### src/rtl/adc_touch_ctrl.sv
// Touch-panel ADC controller: waits for pen-down, then runs one fixed
// 82-half-period serial frame (X command, X data, Y command, Y data),
// followed by a CS-high gap before the next frame may start.
module adc_touch_ctrl #(
  parameter int          DIV       = 25,
  parameter int          GAP_TICKS = 16,
  parameter logic [7:0]  CMD_X     = 8'hD0,
  parameter logic [7:0]  CMD_Y     = 8'h90
) (
  input  logic       CLK,
  input  logic       RST,
  input  logic       EN,
  input  logic       PENIRQ_n,
  output logic       ADC_DCLK,
  output logic       ADC_CS_n,
  output logic       ADC_DIN,
  output logic       Enable1,
  output logic       Enable2,
  output logic [6:0] Cuenta,
  output logic       FRAME_DONE
);

  localparam int DW = (DIV > 1) ? $clog2(DIV) : 1;
  localparam int GW = $clog2(GAP_TICKS + 1);

  typedef enum logic [1:0] {IDLE, FRAME, GAP} state_t;

  state_t        state, state_nxt;
  logic          pen_s1, pen_s2;
  logic [DW-1:0] div, div_nxt;
  logic [GW-1:0] gap_cnt, gap_nxt;
  logic [6:0]    cuenta_nxt;
  logic          tick;
  logic          done_nxt;
  logic          e2_nxt;
  logic          din_nxt;
  logic [2:0]    kx, ky;

  // Two-flop synchronizer for the asynchronous pen-down line; idles high (pen up)
  always_ff @(posedge CLK) begin
    if (RST) begin
      pen_s1 <= 1'b1;
      pen_s2 <= 1'b1;
    end else begin
      pen_s1 <= PENIRQ_n;
      pen_s2 <= pen_s1;
    end
  end

  // Next-state, divider, half-period counter and the next values of every output
  always_comb begin
    state_nxt  = state;
    div_nxt    = '0;
    gap_nxt    = gap_cnt;
    cuenta_nxt = Cuenta;
    done_nxt   = 1'b0;
    e2_nxt     = 1'b0;
    din_nxt    = 1'b0;
    kx         = '0;
    ky         = '0;
    tick       = (div == DW'(DIV - 1));

    case (state)
      IDLE: begin
        cuenta_nxt = '0;
        gap_nxt    = '0;
        if (EN && !pen_s2) begin
          state_nxt = FRAME;
        end
      end
      FRAME: begin
        div_nxt = tick ? '0 : div + DW'(1);
        if (tick) begin
          if (Cuenta == 7'd81) begin
            state_nxt  = GAP;
            cuenta_nxt = '0;
            done_nxt   = 1'b1;
            gap_nxt    = '0;
          end else begin
            cuenta_nxt = Cuenta + 7'd1;
          end
        end
      end
      GAP: begin
        div_nxt = tick ? '0 : div + DW'(1);
        if (tick) begin
          if (gap_cnt == GW'(GAP_TICKS - 1)) begin
            state_nxt = IDLE;
            gap_nxt   = '0;
          end else begin
            gap_nxt = gap_cnt + GW'(1);
          end
        end
      end
      default: begin
        state_nxt = IDLE;
      end
    endcase

    if (state_nxt == FRAME) begin
      e2_nxt = (div_nxt == DW'(DIV - 1));
      kx = 3'((cuenta_nxt - 7'd2) >> 1);
      ky = 3'((cuenta_nxt - 7'd34) >> 1);
      if (cuenta_nxt >= 7'd2 && cuenta_nxt <= 7'd17) begin
        din_nxt = CMD_X[~kx];
      end else if (cuenta_nxt >= 7'd34 && cuenta_nxt <= 7'd49) begin
        din_nxt = CMD_Y[~ky];
      end
    end
  end

  // State register plus registered outputs, so pins and Cuenta move on the same edge
  always_ff @(posedge CLK) begin
    if (RST) begin
      state      <= IDLE;
      div        <= '0;
      gap_cnt    <= '0;
      Cuenta     <= '0;
      ADC_DCLK   <= 1'b0;
      ADC_CS_n   <= 1'b1;
      ADC_DIN    <= 1'b0;
      Enable1    <= 1'b0;
      Enable2    <= 1'b0;
      FRAME_DONE <= 1'b0;
    end else begin
      state      <= state_nxt;
      div        <= div_nxt;
      gap_cnt    <= gap_nxt;
      Cuenta     <= cuenta_nxt;
      ADC_DCLK   <= (state_nxt == FRAME) && cuenta_nxt[0];
      ADC_CS_n   <= (state_nxt != FRAME);
      ADC_DIN    <= din_nxt;
      Enable1    <= (state_nxt == FRAME);
      Enable2    <= e2_nxt;
      FRAME_DONE <= done_nxt;
    end
  end

endmodule

### config.mk
export PLATFORM = sky130hd
export DESIGN_NAME = adc_touch_ctrl
export DESIGN_NICKNAME = d
export VERILOG_FILES = /design/src/rtl/adc_touch_ctrl.sv
export SDC_FILE = /design/constraint.sdc
export NUM_CORES = 1
export LEC_CHECK = 0
export ABC_AREA = 0
export BUFFER_PORTS_ARGS = -buffer_cell sky130_fd_sc_hd__buf_2
export CAP_MARGIN = 20
export CORE_MARGIN = 2
export CORE_UTILIZATION = 40
export DETAILED_ROUTE_END_ITERATION = 8
export GPL_TIMING_DRIVEN = 0
export SLEW_MARGIN = 15
export SYNTH_ARGS = -nofsm -noshare
export SYNTH_HDL_FRONTEND = slang
export SYNTH_SLANG_ARGS = --single-unit
### constraint.sdc
create_clock -name CLK -period 2.62 [get_ports CLK]
set_input_delay 0.262 -clock CLK [delete_from_list [all_inputs] [get_ports CLK]]
set_output_delay 0.262 -clock CLK [all_outputs]
set_load 0.1 [all_outputs]
== Yosys cells after proc, flatten, opt, wreduce, memory -nomap -nowiden ==
Memories as Yosys holds them, arrays and structs flattened.
Cells that the tools add are included.

* Order comparisons: 6
* Eq/ne operators: 11
* Reduce and logical (&&, ||, !) cells: 11
* Bitwise gates (word level): 5
* Add/subtract/negate cells: 5
* Mux-type cells: 21

{| class="wikitable"
|+ Operators by type and width
! kind !! count
|-
| 5-bit two-way mux || 6
|-
| 5-bit case mux with 3 select lines || 1
|-
| 7-bit two-way mux || 2
|-
| 7-bit case mux with 2 select lines || 1
|-
| 5-bit by 1-bit adder with 5-bit output, second input constant || 2
|-
| 5-bit equality test, second input constant || 2
|-
| 2-bit two-way mux || 5
|-
| 3-bit by 4-bit less-than comparator with 1-bit output, second input constant || 2
|-
| 4-bit by 2-bit subtractor with 4-bit output, second input constant || 2
|-
| 7-bit by 1-bit adder with 7-bit output, second input constant || 1
|-
| 7-bit equality test, second input constant || 1
|-
| 7-bit by 2-bit >= comparator with 1-bit output, second input constant || 1
|-
| 7-bit by 6-bit >= comparator with 1-bit output, second input constant || 1
|-
| 7-bit by 5-bit less-or-equal comparator with 1-bit output, second input constant || 1
|-
| 7-bit by 6-bit less-or-equal comparator with 1-bit output, second input constant || 1
|-
| 2-bit inequality test, second input constant || 3
|-
| 3-bit inverter || 2
|-
| 2-bit case mux with 3 select lines || 1
|-
| 5-bit by 4-bit equality test with 1-bit output, second input constant || 1
|-
| 1-bit two-way mux || 5
|-
| 2-bit by 1-bit equality test with 1-bit output, second input constant || 2
|-
| 1-bit logical AND || 4
|-
| 4-bit AND reduction || 1
|-
| 2-bit OR reduction || 2
|-
| 7 further kinds || 9
|}

* Register bits after elaboration: 27
* Memories: 2
* Bits in read-only memories: 16
* Input bits: 4

{| class="wikitable"
|+ Memories
! memory !! words !! bits a word !! rd ports !! clocked after memory_dff !! write ports !! RTL line !! text
|-
| (no name shown) || 8 || 1 || 1 || 0 || 0 || 107 || <nowiki>din_nxt = CMD_Y[~ky];</nowiki>
|-
| (no name shown) || 8 || 1 || 1 || 0 || 0 || 105 || <nowiki>din_nxt = CMD_X[~kx];</nowiki>
|}

== Logic depth before layout (Yosys ltp) ==
* Word-level depth: 10
* Gate-level depth with buffers: 12
* Depth with buffers taken out: 11

== Least setup slack after synthesis ==
No wires, ideal clock.

* Path type: reg2reg
* Start: register Cuenta[1]
* End: register ADC_DIN
* Slack: -0.465 ns
* Cell stages (with the launch flop): 12
* Data required time: 2.517 ns
* Arrival: 2.981 ns
* Buffers on the path: 0
* Library setup time: 0.103 ns
* Cells stage by stage: dfxtp_1 inv_1 ha_1 nand2_1 nor3_2 o41a_2 ha_1 nand2_1 o31ai_1 a311o_1 o311a_1 a2111oi_2

* Longest elaborated chain between the ends: 10

{| class="wikitable"
|+ Ends and longest elaborated chain
! item !! RTL line !! text
|-
| start: declaration || 19 || <nowiki>output logic [6:0] Cuenta,</nowiki>
|-
| start signal: assignment || 129 || <nowiki>Cuenta <= cuenta_nxt;</nowiki>
|-
| 7-bit by 1-bit adder with 7-bit output or 7-bit equality test (tied branches) || 80, 74 ||
|-
| 7-bit two-way mux || 74 || <nowiki>if (Cuenta == 7'd81) begin</nowiki>
|-
| 7-bit two-way mux || 73 || <nowiki>if (tick) begin</nowiki>
|-
| 7-bit case mux with 2 select lines || 63 || <nowiki>case (state)</nowiki>
|-
| 4-bit by 2-bit subtractor with 4-bit output || 102, 103 ||
|-
| 3-bit inverter || 105, 107 ||
|-
| memory read 8 x 1 bit || - ||
|-
| 1-bit two-way mux (not written as such) || 107 ||
|-
| 1-bit two-way mux || 106 || <nowiki>end else if (cuenta_nxt >= 7'd34 && cuenta_nxt <= 7'd49) begin</nowiki>
|-
| 1-bit two-way mux || 104 || <nowiki>if (cuenta_nxt >= 7'd2 && cuenta_nxt <= 7'd17) begin</nowiki>
|-
| end signal: assignment || 132 || <nowiki>ADC_DIN <= din_nxt;</nowiki>
|-
| end: declaration || 16 || <nowiki>output logic ADC_DIN,</nowiki>
|}

Parallel ways exist; a longest one is shown, timed or not. The select of a mux whose other input is x is not followed.
A chain may end at the register's enable or synchronous reset.

== Worst setup path in the final report ==
* Start: register div[0]
* End: register ADC_DIN

* Longest elaborated chain between the ends: 9

{| class="wikitable"
|+ Ends and longest elaborated chain
! item !! RTL line !! text
|-
| start: declaration || 30 || <nowiki>logic [DW-1:0] div, div_nxt;</nowiki>
|-
| start signal: assignment || 127 || <nowiki>div <= div_nxt;</nowiki>
|-
| 5-bit equality test * || 61 || <nowiki>tick = (div == DW'(DIV - 1));</nowiki>
|-
| 7-bit two-way mux || 73 ||
|-
| 7-bit case mux with 2 select lines || 63 ||
|-
| 4-bit by 2-bit subtractor with 4-bit output || 102, 103 ||
|-
| 3-bit inverter || 105, 107 ||
|-
| memory read 8 x 1 bit || - ||
|-
| 1-bit two-way mux (not written as such) || 107 ||
|-
| 1-bit two-way mux || 106 ||
|-
| 1-bit two-way mux || 104 ||
|}

Every way passes the cells marked *; elsewhere a longest branch is shown, timed or not. The select of a mux whose other input is x is not followed.

==> results.yml <==
finish:
  layout.nets: 210
  synthToLayoutAreaGrowth_pct: 18.2
  antenna_cells_inserted: 0
  fillCellCount: 349
  stdcell_area_um2: 1800
  drive_gt1_share_pct: 29.5
clock_tree:
  tritoncts: "done"
  cts_hold_repair.buffers: 0
  clock_latency_ps: 270
  tritoncts.num_buffers: 3
  clockRootBuffer: "sky130_fd_sc_hd__clkbuf_8"
  htree_num_levels: 1
  clk_transition_reported_paths_ps: 90
  total_number_of_clock_tree_sinks: 27
  clock_tree.buffer_depth: 2
worst_setup_path:
  rr_startpoint: "div[0]$_SDFF_PP0_"
  worst_path_dominant_cell_family: "compound AO/OA/AOI/OAI gates"
  cp_max_fo: 4
  crit_path_start_kind: "register"
  r2r_cells: 12
  reg2reg_setup_slack_ps: 100
  max_stage_delay_ps: 370
  setup.worst_path.end_class: "register"
  crit_required_ps: 2800
  timing_worst_setup_path_type: "reg2reg"
  crit_arrival_ps: 2700
  worst_setup_path_startpoint: "div[0]$_SDFF_PP0_"
  crit_chain: "inv_2, ha_4, and4b_1, buf_6, nand2_2, o32a_4, ha_1, nand2_1, o31ai_1, a311o_1, o311a_1, a2111oi_2"
  worst-path-stages: 12
  regToRegEndpoint: "ADC_DIN$_SDFF_PP0_"
  cp_slowest_cell: "sky130_fd_sc_hd__o32a_4"
  path_buf_inv: 2
  critical_path.endpoint: "ADC_DIN$_SDFF_PP0_"
global_routing:
  grt_pass1_vias: 1156
  grt_first_pass_wirelength_mm: 5.05
  globalRouteOverflowTotal: 0
  grtUsageTotal_pct: 15.2
  initial_antenna_violation_count: 0
  largest_net_degree_at_the_start_of_global_routing: 16
sta:
  timing.final.hold_violations: 0
  rsz0062_at_grt: "no"
  final.setup_skew_ps: 4.48
  timing.final.crit_share_pct: 96.3
  timing.max_slew.rel_slack_pct: 58.9
  worst-slew-pin-transition_ps: 611
  fmaxAchievable_mhz: 396
  final.min_clock_period_ps: 2520
  setup_viol_count_final: 0
  hold_ws_ps: 166
  maxSlewViolCount: 0
synthesis:
  synth.cell_area_um2: 1530
  yosysTopAreaCellShare_pct: 35.4
  yosysWarnings: 0
  synth_most_common_cell: "sky130_fd_sc_hd__dfxtp_1"
  synth_flop_cell: "sky130_fd_sc_hd__dfxtp_1"
  syn_nets: 187
  synth-seq-cells: 27
  syn_area_per_cell_um2: 8.92
  post_synth_num_cell_types: 49
  synthArstFlopShare_pct: 0
  synthTopCellsByCount: "sky130_fd_sc_hd__dfxtp_1, sky130_fd_sc_hd__nor2_1, sky130_fd_sc_hd__inv_1"
  post_synth_inst_count: 171
  post_synth_main_area_contributors: "sky130_fd_sc_hd__dfxtp_1, sky130_fd_sc_hd__ha_1, sky130_fd_sc_hd__nor2_1"
  synth_enable_flop_cells: 0
  synth.largest_area_cell: "sky130_fd_sc_hd__dfxtp_1"
  synth_seq_area_share_pct: 35.4
flow_run:
  cap_violations: 0
floorplanning:
  initial_core_util_pct: 41.7
  die_height_um: 65.8
  num_rows: 22
  fp.dieW_um: 65.8
  floorplan.die_area_um2: 4320
  fp.coreArea_um2: 3660
  ioPinCount: 17
power_and_ir_drop:
  total_leakage_power_uw: 0.000713
  totalPowerFinal_uw: 689
  powerDensity_nw_per_um2: 382
  irDropWorstVdd_mv: 0.201
detailed_routing:
  route.detailed.wl_per_inst_um: 13.3
  ant_nets: 0
  wl_mm: 3.20
  drc: 0
  drt_iter0_drc: 124
  detailroute.via_count: 1289
  firstDrtPassIters: 4
  routed_via_density: 5.35
worst_hold_path:
  min-delay-start: "PENIRQ_n"
  hp-class: "in2reg"
placed_design:
  instance_area_after_placement_um2: 1670
  gp_congestion: 0.805
  hpwlAfterDp_mm: 2.32
  placement.io_buffers: 15
status:
  outcome: "completed"
==> kinds of logic (layout without fill, tap and decap cells) <==
family                   after synthesis  in the layout  share of synthesized area (%)
AND/OR/NAND/NOR                       64             64                           23.3
AO/OA/AOI/OAI                         39             39                           19.7
flip-flops                            27             27                           35.4
buffers and inverters                 20             42                           6.32
adder cells (fa/ha/maj)               12             12                           9.84
XOR/XNOR                               7              7                           4.02
multiplexers                           2              2                           1.39
==> final cells by class <==
class	count	area (um^2)	share of cell area (%)
Inverter	14	52.6	2.91
Buffer	6	50.0	2.78
Clock buffer	3	41.3	2.29
Multi-Input combinational cell	124	940	52.1
Sequential cell	27	557	30.9
Clock inverter	1	5.00	0.278
Timing Repair Buffer	18	97.6	5.41
Tap cell	48	60.1	3.33
==> report_power, final <==
part | internal [uW] | total (uW) | switching (uW)
Sequential | 411 | 413 | 1.69
Combinational | 14.3 | 43.8 | 29.5
Clock | 107 | 232 | 126
==> cell usage in the layout, fill, tap and decap left out, types with 2 or more instances in the layout <==
master                     count
sky130_fd_sc_hd__o31ai_1       2
sky130_fd_sc_hd__o211ai_1      2
sky130_fd_sc_hd__inv_1        12
sky130_fd_sc_hd__ha_1         10
sky130_fd_sc_hd__inv_2         2
sky130_fd_sc_hd__xor2_1        2
sky130_fd_sc_hd__dfxtp_1      18
sky130_fd_sc_hd__dfxtp_2       7
sky130_fd_sc_hd__xnor2_1       5
sky130_fd_sc_hd__or4_1         2
sky130_fd_sc_hd__o21ai_0       8
sky130_fd_sc_hd__nand2_1      11
sky130_fd_sc_hd__or2_2         2
sky130_fd_sc_hd__nor2b_1       5
sky130_fd_sc_hd__buf_2        16
sky130_fd_sc_hd__buf_4         6
sky130_fd_sc_hd__nor3b_1       2
sky130_fd_sc_hd__a31oi_1       3
sky130_fd_sc_hd__clkbuf_8      3
sky130_fd_sc_hd__dfxtp_4       2
sky130_fd_sc_hd__a21oi_1       8
sky130_fd_sc_hd__nor3_1        6
sky130_fd_sc_hd__nand3_1       8
sky130_fd_sc_hd__nand2b_1      2
sky130_fd_sc_hd__o21ai_2       2
sky130_fd_sc_hd__buf_6         2
sky130_fd_sc_hd__nor2_1       14
==> metrics by stage <==
step / setup WS [ps] / utilization, % / cells / setup TNS (ps)
after global placement: -116 / 45.7 / 234 / -116
after detailed placement: -157 / 45.7 / 234 / -157
after CTS: 9.90 / 48.1 / 239 / 0
after global routing: 1.16 / 49.2 / 241 / 0
final: 97.3 / 49.2 / 241 / 0
after floorplan: 11.0 / - / 171 / 0
==> registers in the layout, indices dropped and copies added (netlist names) <==
register,count
ADC_DCLK,1
pen_s1,1
div,5
gap_cnt,5
Cuenta,7
ADC_DIN,1
state,2
pen_s2,1
FRAME_DONE,1
Enable2,1
ADC_CS_n,1
Enable1,1
==> timing repair <==
action	in CTS	in global routing
setup endpoints to repair	1	1
gates resized for setup	8	8
buffers inserted	1	2
pin swaps	2	1
gates cloned	0	0
==> how the worst min path moves through the flow <==
stage / endpoint / slack [ps] / cells past startpoint
global placement: pen_s2$_SDFF_PP1_ / 390 / 1
CTS: pen_s1$_SDFF_PP1_ / 160 / 2
global route: pen_s1$_SDFF_PP1_ / 170 / 2
floorplan: pen_s1$_SDFF_PP1_ / 370 / 1
finish: pen_s1$_SDFF_PP1_ / 170 / 2
detailed placement: pen_s2$_SDFF_PP1_ / 390 / 1
==> layer usage <==
layer / vias up / track usage [%] / wire [um]
li1: 653 / - / -
met1: 611 / 18.4 / 1510
met2: 21 / 26.5 / 1530
met3: 4 / 2.91 / 133
met4: 0 / 5.47 / 29
met5: - / 0 / 0
(Power assumes the default switching activity.)
